===== config.mk =====
export PLATFORM = sky130hd
export DESIGN_NAME = systolic_weight_seq
export DESIGN_NICKNAME = d
export VERILOG_FILES = /design/src/rtl/systolic_weight_seq_pkg.sv /design/src/rtl/systolic_weight_seq.sv
export SDC_FILE = /design/constraint.sdc
export NUM_CORES = 1
export LEC_CHECK = 0
export ABC_AREA = 0
export CAP_MARGIN = 20
export CORE_MARGIN = 1
export CORE_UTILIZATION = 40
export CTS_CLUSTER_SIZE = 25
export DETAILED_ROUTE_END_ITERATION = 10
export GPL_ROUTABILITY_DRIVEN = 0
export PLACE_DENSITY = 0.75
export SYNTH_ARGS = -nofsm -noshare
export SYNTH_HDL_FRONTEND = slang
export SYNTH_SLANG_ARGS = --single-unit

===== constraint.sdc =====
create_clock -name CLK -period 1.7 [get_ports CLK]
set_input_delay 0.34 -clock CLK [delete_from_list [all_inputs] [get_ports CLK]]
set_output_delay 0.34 -clock CLK [all_outputs]
set_load 0.005 [all_outputs]

===== src/rtl/systolic_weight_seq_pkg.sv =====
// Shared sizing defaults and FSM state encoding for the weight-load sequencer.
package systolic_weight_seq_pkg;

    localparam int DEF_PE_ROW     = 8;
    localparam int DEF_PE_COL     = 8;
    localparam int DEF_BIT_ROW_ID = 3;
    localparam int DEF_DATA_W     = 8;

    typedef enum logic [1:0] {
        ST_IDLE = 2'd0,
        ST_LOAD = 2'd1,
        ST_DONE = 2'd2
    } State_t;

endpackage


===== src/rtl/systolic_weight_seq.sv =====
// Weight-load sequencer: drains one weight tile row by row from the weight
// buffer and issues aligned row ID / column enable / data to systolic_loader_w.
module systolic_weight_seq
    import systolic_weight_seq_pkg::*;
#(
    parameter int PE_ROW     = DEF_PE_ROW,
    parameter int PE_COL     = DEF_PE_COL,
    parameter int BIT_ROW_ID = DEF_BIT_ROW_ID,
    parameter int DATA_W     = DEF_DATA_W
) (
    input  logic                     CLK,
    input  logic                     RST_N,
    input  logic                     i_Start,
    input  logic                     i_Abort,
    input  logic [BIT_ROW_ID:0]      i_Num_Rows,
    input  logic [PE_COL-1:0]        i_Col_Mask,
    input  logic                     i_Wbuf_Valid,
    input  logic [PE_COL*DATA_W-1:0] i_Wbuf_Data,
    output logic                     o_Wbuf_Ready,
    output logic [BIT_ROW_ID-1:0]    o_Systolic_En_ID,
    output logic [PE_COL-1:0]        o_Systolic_En_W,
    output logic [PE_COL*DATA_W-1:0] o_Weight_Data,
    output logic                     o_Busy,
    output logic                     o_Done
);

    localparam int CNT_W = BIT_ROW_ID + 1;

    State_t                    r_State;
    logic [BIT_ROW_ID-1:0]     r_Row_Cnt;
    logic [CNT_W-1:0]          r_Num_Rows;
    logic [PE_COL-1:0]         r_Mask;
    logic                      r_Wbuf_Ready;
    logic                      r_Busy;
    logic                      r_Done;
    logic [BIT_ROW_ID-1:0]     r_En_ID;
    logic [PE_COL-1:0]         r_En_W;
    logic [PE_COL*DATA_W-1:0]  r_Weight_Data;

    logic [CNT_W-1:0]          w_Num_Rows_Sat;
    logic                      w_Last_Row;

    // Oversized tiles are clipped to the physical array height.
    assign w_Num_Rows_Sat = (i_Num_Rows > CNT_W'(PE_ROW)) ? CNT_W'(PE_ROW) : i_Num_Rows;
    assign w_Last_Row     = ({1'b0, r_Row_Cnt} == (r_Num_Rows - CNT_W'(1)));

    // Ready and busy are registered alongside each state change so they
    // always equal a decode of the current state with no input-to-output path.
    always_ff @(posedge CLK or negedge RST_N) begin
        if (!RST_N) begin
            r_State       <= ST_IDLE;
            r_Row_Cnt     <= '0;
            r_Num_Rows    <= '0;
            r_Mask        <= '0;
            r_Wbuf_Ready  <= 1'b0;
            r_Busy        <= 1'b0;
            r_Done        <= 1'b0;
            r_En_ID       <= '0;
            r_En_W        <= '0;
            r_Weight_Data <= '0;
        end else begin
            r_En_W <= '0;
            r_Done <= 1'b0;
            case (r_State)
                ST_IDLE: begin
                    if (i_Start && !i_Abort) begin
                        r_Num_Rows <= w_Num_Rows_Sat;
                        r_Mask     <= i_Col_Mask;
                        r_Row_Cnt  <= '0;
                        r_Busy     <= 1'b1;
                        if (w_Num_Rows_Sat == '0) begin
                            r_State <= ST_DONE;
                        end else begin
                            r_State      <= ST_LOAD;
                            r_Wbuf_Ready <= 1'b1;
                        end
                    end
                end
                ST_LOAD: begin
                    if (i_Abort) begin
                        r_State      <= ST_IDLE;
                        r_Wbuf_Ready <= 1'b0;
                        r_Busy       <= 1'b0;
                    end else if (i_Wbuf_Valid) begin
                        r_En_ID       <= r_Row_Cnt;
                        r_En_W        <= r_Mask;
                        r_Weight_Data <= i_Wbuf_Data;
                        r_Row_Cnt     <= r_Row_Cnt + BIT_ROW_ID'(1);
                        if (w_Last_Row) begin
                            r_State      <= ST_DONE;
                            r_Wbuf_Ready <= 1'b0;
                        end
                    end
                end
                ST_DONE: begin
                    r_State <= ST_IDLE;
                    r_Busy  <= 1'b0;
                    r_Done  <= !i_Abort;
                end
                default: begin
                    r_State      <= ST_IDLE;
                    r_Wbuf_Ready <= 1'b0;
                    r_Busy       <= 1'b0;
                end
            endcase
        end
    end

    assign o_Wbuf_Ready     = r_Wbuf_Ready;
    assign o_Systolic_En_ID = r_En_ID;
    assign o_Systolic_En_W  = r_En_W;
    assign o_Weight_Data    = r_Weight_Data;
    assign o_Busy           = r_Busy;
    assign o_Done           = r_Done;

endmodule


After elaboration in Yosys (flattened, before gate mapping)
Cells that the tools add are included.
{"block": "word_totals", "word_cells": 60, "reg_bits": 95, "ramBits": 0, "out_inout_bits": 78, "memories": 0, "input_bits": 81, "rom_bits": 0, "latchBits": 0}
{"block": "classes", "n_div": 0, "mux": 24, "eq_ne": 10, "n_mul": 0, "n_lt_le_gt_ge": 1, "bitwise_logic": 2, "n_reduce_logical": 11, "addsub": 2, "n_shift": 0}
{"operator": "two-way mux 8 bit", "count": 3}
{"operator": "two-way mux 2 bit", "count": 5}
{"operator": "!= test 2 bit, second input constant", "count": 5}
{"operator": "two-way mux 3 bit", "count": 3}
{"operator": "two-way mux 1 bit", "count": 8}
{"operator": "!= test 3 bit, second input constant", "count": 2}
{"operator": "case mux 3 bit (2 select lines)", "count": 1}
{"operator": "AND reduction 3 bit", "count": 2}
{"operator": "AND reduction 5 bit", "count": 1}
{"operator": "== test 3 x 4 -> 1 bit", "count": 1}
{"operator": "greater-than comparator 4 bit, second input constant", "count": 1}
{"operator": "logical NOT 4 bit", "count": 1}
{"operator": "two-way mux 4 bit", "count": 1}
{"operator": "case mux 2 bit (2 select lines)", "count": 1}
{"operator": "AND reduction 2 bit", "count": 2}
{"operator": "AND reduction 4 bit", "count": 1}
{"operator": "subtractor 4 x 1 -> 4 bit, second input constant", "count": 1}
{"operator": "adder 3 x 1 -> 3 bit, second input constant", "count": 1}
{"operator": "case mux 1 bit (3 select lines)", "count": 1}
{"operator": "== test 2 x 1 -> 1 bit, second input constant", "count": 1}
{"operator": "== test 2 bit, second input constant", "count": 1}
{"operator": "logical NOT 2 bit", "count": 1}
{"operator": "NOT 1 bit", "count": 2}
{"operator": "case mux 1 bit (2 select lines)", "count": 1}
{"operator": "other kinds (3)", "count": 3}

Longest topological paths before layout
{"block": "depth", "ltp_word": 6, "depth_mapped": 5, "mapped_depth_nobuf": 5}

Least setup slack after synthesis
OpenSTA, ideal clock, no wires.
{"block": "synth_timing", "path_type": "reg2reg", "start": "reg r_Num_Rows[0]", "end": "reg r_State[1]", "path_stages_with_launch": 6, "arrival_ns": 1.369, "period_less_slack_ns": 1.489, "n_path_buf": 0, "setup_ns": 0.120, "required_time_ns": 1.580, "setup_slack_ns": 0.211, "path_cell_list": "dfrtp_1 -> inv_1 -> ha_1 -> xnor3_1 -> and4_1 -> a41o_1"}
{"block": "synth_between", "elab_chain_cells": 4}
{"element": "start: declaration", "line": "systolic_weight_seq.sv:31", "rtl": "logic [CNT_W-1:0] r_Num_Rows;"}
{"element": "start signal: assignment", "line": "systolic_weight_seq.sv:67", "rtl": "r_Num_Rows <= w_Num_Rows_Sat;"}
{"element": "subtractor 4 x 1 -> 4 bit", "line": "systolic_weight_seq.sv:45", "rtl": "assign w_Last_Row = ({1'b0, r_Row_Cnt} == (r_Num_Rows - CNT_W'(1)));"}
{"element": "== test 3 x 4 -> 1 bit", "line": "systolic_weight_seq.sv:45"}
{"element": "!= test 3 bit (no source line)"}
{"element": "AND reduction 3 bit (no source line)"}
{"element": "end signal: assignment", "line": "systolic_weight_seq.sv:51", "rtl": "r_State <= ST_IDLE;"}
{"element": "end signal: assignment", "line": "systolic_weight_seq.sv:72", "rtl": "r_State <= ST_DONE;"}
{"element": "end signal: assignment", "line": "systolic_weight_seq.sv:74", "rtl": "r_State <= ST_LOAD;"}
{"element": "end: declaration", "line": "systolic_weight_seq.sv:29", "rtl": "State_t r_State;"}
Every way passes these cells.
A chain may end at the register's enable or synchronous reset.

Worst setup path in the final report
{"block": "layout_timing", "start": "reg r_Busy, in the netlist o_Busy", "end": "out o_Busy"}
{"element": "start: declaration", "line": "systolic_weight_seq.sv:34", "rtl": "logic r_Busy;"}
{"element": "start signal: assignment", "line": "systolic_weight_seq.sv:56", "rtl": "r_Busy <= 1'b0;"}
{"element": "start signal: assignment", "line": "systolic_weight_seq.sv:70", "rtl": "r_Busy <= 1'b1;"}
{"element": "start signal: assignment", "line": "systolic_weight_seq.sv:83", "rtl": "r_Busy <= 1'b0;"}
{"element": "end: declaration", "line": "systolic_weight_seq.sv:23", "rtl": "output logic o_Busy,"}
No word-level cell between the ends.

==> impl_metrics.env <==
export IMPL_antenna_cells=0
export IMPL_fin_util_pct=63.7
export IMPL_clock_latency_ns=0.35
export IMPL_drt_iter0_markers=41
export IMPL_placed_cell_area_um2=5760
export IMPL_synth_top_flop_cell="dfrtp_1"
export IMPL_cts_buffer_depth=2
export IMPL_final_layout_size_suffix_gt1_share_pct=27.5
export IMPL_dp_slack_ns=-0.214
export IMPL_finalSetupViolations=0
export IMPL_final_nets=492
export IMPL_yosysUniqueCellTypes=33
export IMPL_synth_seq_cells=95
export IMPL_antenna_found_initial=0
export IMPL_root_buffer="clkbuf_8"
export IMPL_area_delta_synth_final_pct=51.9
export IMPL_path_max_fanout=3
export IMPL_leakagePower_nw=2.62
export IMPL_slew_viol_final=0
export IMPL_worst_pin_slew_ns=0.493
export IMPL_total_power_mw=8.19
export IMPL_timing_final_ws_setup_ns=0.0934
export IMPL_wirelength_um=8460
export IMPL_hold_path_class="input port to asynchronous set/reset pin"
export IMPL_clock_fmax_mhz=622
export IMPL_netlist_area_um2=3950
export IMPL_finalHoldViolCount=0
export IMPL_core_area_um2=9420
export IMPL_worstSetupPathType="register to primary output"
export IMPL_vias_per_cell=4.60
export IMPL_async_reset_ff_share_pct=100
export IMPL_rows=35
export IMPL_crit_family="buffers and inverters"
export IMPL_io_pins=159
export IMPL_slowest_delay_ns=0.54
export IMPL_grt_overflow=0
export IMPL_slowest_stage="clkdlybuf4s50_1"
export IMPL_dieArea_um2=10300
export IMPL_crit_required_ns=1.36
export IMPL_seq_area_um2=2380
export IMPL_drt_first_pass_iters=4
export IMPL_ant_nets=0
export IMPL_max_slew_margin_pct=67.1
export IMPL_multi_input_area_um2=1460
export IMPL_yosys_warnings=0
export IMPL_fin_area_um2=6000
export IMPL_finalCritPeriodShare_pct=94.5
export IMPL_initial_utilization_pct=41.9
export IMPL_synth_top_area_share_pct=60.2
export IMPL_die_h_um=101
export IMPL_cts_tree="yes"
export IMPL_tns_ns=0
export IMPL_grt_max_degree=96
export IMPL_post_route_drc_count=0
export IMPL_synth_most_common_cell="dfrtp_1"
export IMPL_grt_use_total_pct=17.2
export IMPL_synth_area_top_cells="dfrtp_1 (60%), mux2_4 (23%), mux2_2 (4.6%), buf_6 (2.3%), and2_1 (1.3%)"
export IMPL_ctsHtreeMaxLevel=3
export IMPL_cp_end_kind="primary output"
export IMPL_cts_sinks=95
export IMPL_dp_hpwl_um=6110
export IMPL_status="finished clean"
export IMPL_grt_pass1_vias=2595
export IMPL_grt_pass1_wl_um=13400
export IMPL_cap_violations=0
export IMPL_power_density_nw_per_um2=1370
export IMPL_wl_per_cell_um=15.6
export IMPL_path_buf_inv=1
export IMPL_min_period_ns=1.61
export IMPL_cts_made_buffers=9
export IMPL_syn_nets=317
export IMPL_avgSynthCellArea_um2=16.9
export IMPL_finClkSkew_ns=0.00896
export IMPL_dieWidth_um=101
export IMPL_cp_arrival_ns=1.27
export IMPL_start_kind="register"
export IMPL_vias=2496
export IMPL_synth_commonest_cells="dfrtp_1 (95), mux2_4 (60), mux2_2 (16)"
export IMPL_worst_ir_drop_vdd_mv=0.563
export IMPL_synth_edf_count=0
export IMPL_rsz0062_at_grt="no"
export IMPL_io_buffers=158
export IMPL_seq_area_frac_synth_pct=60.2
export IMPL_cts_hold_buf=0
export IMPL_fillers=727
export IMPL_synth_largest_area_cell="dfrtp_1"
export IMPL_clkTransAtPathRegs_ns=0.09
export IMPL_postSynthCellCount=234
export IMPL_path_cells="clkdlybuf4s50_1"
## placed cells by master, fill, tap and decap left out, types with 2 or more instances in the layout
cell type | Yosys | routed
mux2_2 | 16 | 16
dfrtp_1 | 95 | 95
o21ai_0 | 4 | 4
clkdlybuf4s50_1 | 0 | 157
nand2_1 | 3 | 3
nor2_1 | 2 | 2
ha_1 | 2 | 2
nor2b_1 | 2 | 2
xnor2_1 | 2 | 2
mux2_4 | 60 | 60
bufinv_16 | 0 | 2
buf_4 | 1 | 14
nand3b_1 | 3 | 3
clkbuf_8 | 0 | 9
buf_12 | 0 | 4
and2_1 | 8 | 8
a21oi_1 | 4 | 4
inv_8 | 0 | 2
inv_1 | 4 | 4
xor2_1 | 2 | 2
## state kept, by name (all words and copies together), names as in the netlist
signal            cells
o_Busy                1
o_Done                1
o_Systolic_En_ID      3
o_Systolic_En_W       8
o_Wbuf_Ready          1
o_Weight_Data        64
r_Mask                8
r_Num_Rows            4
r_Row_Cnt             3
r_State               2
## routing by layer
| metal | up-vias | share of wire (%) | GRT usage, % |
|---|---|---|---|
| met5 | - | 0 | 0 |
| met4 | 0 | 1.5 | 6.91 |
| met3 | 12 | 6.1 | 4.00 |
| met2 | 93 | 49 | 28.7 |
| met1 | 1221 | 43 | 21.8 |
| li1 | 1170 | - | - |
## power breakdown
| group | switching (mW) | total (mW) | internal [mW] | leakage [nW] |
|---|---|---|---|---|
| Clock | 0.814 | 1.67 | 0.852 | 0.114 |
| Combinational | 0.783 | 3.07 | 2.28 | 1.34 |
| Sequential | 0.436 | 3.46 | 3.02 | 1.16 |
## final cells by class
| type | instances | share of cell area (%) |
|---|---|---|
| flip-flops and latches | 95 | 39.6 |
| inverters | 4 | 0.250 |
| well taps | 129 | 2.69 |
| repair buffers | 175 | 29.3 |
| clock buffers | 9 | 2.07 |
| multi-input cells | 124 | 24.3 |
| clock inverters | 7 | 1.73 |
## logic make-up after synthesis
family | Yosys count | share of synthesized area [%]
multiplexers | 76 | 27.4
AO/OA/AOI/OAI | 13 | 2.03
XOR/XNOR | 5 | 1.46
flip-flops | 95 | 60.2
adder cells (fa/ha/maj) | 2 | 0.634
AND/OR/NAND/NOR | 28 | 5.20
buffers and inverters | 15 | 3.11
## stage by stage
stage | hold slack (ns) | std cells
after floorplan | 0.0444 | 234
after global placement | 0.432 | 527
after detailed placement | 0.432 | 527
after CTS | 0.0347 | 543
after global routing | 0.0548 | 543
final | 0.0168 | 543
## worst paths after layout
path                               start                  to  slack (ns)  cells after the start
hold / removal                     RST_N   o_Weight_Data[40]        0.02                      2
setup reg to reg           r_Num_Rows[1]        o_Wbuf_Ready        0.13                      5
setup / recovery                  o_Busy              o_Busy        0.09                      1
hold reg to reg                r_Mask[6]  o_Systolic_En_W[6]        0.48                      1
min in group CLK               r_Mask[6]  o_Systolic_En_W[6]        0.48                      1
max in group asynchronous          RST_N    o_Weight_Data[1]        1.30                      2
## repair_timing
item                       in CTS  in global routing
setup endpoints to repair       0                  1
buffers inserted                0                  0
resized for setup               0                  1
(Power assumes the default switching activity.)
==> variant, RTL diff (same flow settings) <==
Change the package constant `DEF_PE_COL` from 8 to 16.
--- a/src/rtl/systolic_weight_seq_pkg.sv
+++ b/src/rtl/systolic_weight_seq_pkg.sv
@@ -2,7 +2,7 @@
 package systolic_weight_seq_pkg;
 
     localparam int DEF_PE_ROW     = 8;
-    localparam int DEF_PE_COL     = 8;
+    localparam int DEF_PE_COL     = 16;
     localparam int DEF_BIT_ROW_ID = 3;
     localparam int DEF_DATA_W     = 8;
 
Ports: changed (resized i_Col_Mask, i_Wbuf_Data, o_Systolic_En_W and o_Weight_Data); port bits go from 159 to 303. No check against the original RTL was run, so the function may have changed too.
==> variant against the original RTL <==
Clock skew rose by 1.0 ps; total power rose by 78%; sequential cell count up 80; global-route usage up 4.9 points; setup slack lost 51 ps; wire length up 120%; cell area increased by 81%; clock power increased by 120%; first-iteration DRC count increased to 6.5 times the old value; area after synthesis up 71%; critical path type unchanged; critical endpoint is now o_Weight_Data[63]; largest cell class unchanged.
==> variant: results (changes against the original RTL) <==
- Cell at the root of the clock tree: clkbuf_16
- Post-synth ARST share: 1.00 (unchanged)
- Postcts setup bufs: 0 (unchanged)
- Final worst slack: 42.0 ps (-51.4 ps)
- Post-synthesis mux area share: 0 (-0.274)
- Post-synthesis compound-gate area fraction: 0.0123 (-0.00801)
- Post-Route M1 WL: 7560 um (+110%)
- Pre-CTS setup slack: -168 ps (+45.7 ps)
- Via-to-Cell Ratio: 4.57 (-0.63%)
- Switching power of the nets: 3.99 mW (+96%)
- Seq/Total Area, Yosys: 0.650 (+0.0484)
- CTS clock-pin slew for the worst setup and hold paths: 60 ps (-30 ps)
- Largest net degree at the start of global routing: 55 (-43%)
- Crit path capture: o_Weight_Data[63]
- Detailed Route Iter0 Violations: 265 (+550%)
- Post-Synth XOR/XNOR Area: 0.00725 (-0.00733)
- M3 GR Usage: 0.0634 (+0.0234)
- Port bufs: 302 (+91%)
- Top post-synthesis cells by count: 448 x nand2_1, 175 x dfrtp_1, 16 x and2_1, 16 x buf_2, 10 x buf_4
- Count of cell types in the netlist: 36 (+9.1%)
- Total Routed Length: 18,500 um (+120%)
- CTS buffer count: 17 (+8)
- Vias in the first global route: 5,753 (+120%)
- Adder-cell share of the synthesized area: 0.00372 (-0.00262)
- Worst R2R Start: r_Num_Rows[0]$_DFFE_PN0P_
- Crit path DAT: 1320 ps (+50 ps)
- Max reg flops: 128 (+100%)
- Cts hold-fix bufs: 1 (+1)
- Run status: complete, no violations
- Final nets: 1,195 (+140%)
- Slew headroom: 0.711 (+0.0397)
- M2 GR Usage: 0.367 (+0.0801)
- WL met3: 1170 um (+130%)
- Post-Syn Instances: 718 (+210%)
- Met2 wire length: 9180 um (+120%)
- Placed instance area: 0.0103 mm^2 (+78%)
- Final Skew: 9.98 ps (+1.03 ps)
- Depth of the CTS H-tree: 4 (+1)
- Routed WL per cell: 14.5 um (-6.8%)
- Final Hold Slack: 347 ps (+330 ps)
- Peak VDD IR: 0.686 mV (+22%)
- Pleak: 5.45 nW (+110%)
- First-pass GRT wire length: 29,900 um (+120%)
- Syn Nets: 873 (+180%)
- Crit path from: o_Weight_Data[63]$_DFFE_PN0P_
- Worst R2R Setup Slack: around 120 ps
- Hpwl dp: 13,700 um (+120%)
- CP Max Fanout: 2 (-1)
- Clock Latency Late Sink: 420 ps (+70 ps)
- N_diodes: 0 (unchanged)
- TritonRoute pass-1 iters: 6 (+2)
- GR Util met1: 0.271 (+0.0523)
- Top cells by area, synth: dfrtp_1 65%, nand2_1 25%, and2_1 1.5%
- Layout cells sized above 1: 0.0732 (-0.202)
- All-Layer GR Usage: 0.222 (+0.0495)
[variant: power groups by stage]
stage / Combinational (mW) / Sequential [mW] / Clock (mW)
finish: 4.69 / 6.15 / 3.74
CTS: 4.75 / 6.16 / 3.85
detailed placement: 4.72 / 6.22 / 0
global route: 5.11 / 6.33 / 4.02
floorplan: 1.25 / 6.30 / 0
global placement: 4.62 / 6.18 / 0
[variant: final cells by class]
class	instances	area, um^2
timing repair buffer	341	3500
tap	220	275
inverter	3	11.3
multi-input combinational	502	2130
clock buffer	23	488
clock inverter	8	82.6
sequential	175	4380
fill	1379	5650
[variant: cell families (layout without fill, tap and decap cells)]
| group | after synthesis | count (layout) |
|---|---|---|
| buffers and inverters | 41 | 375 |
| flip-flops | 175 | 175 |
| AO/OA/AOI/OAI | 13 | 13 |
| XOR/XNOR | 4 | 4 |
| adder cells (fa/ha/maj) | 2 | 2 |
| AND/OR/NAND/NOR | 483 | 483 |
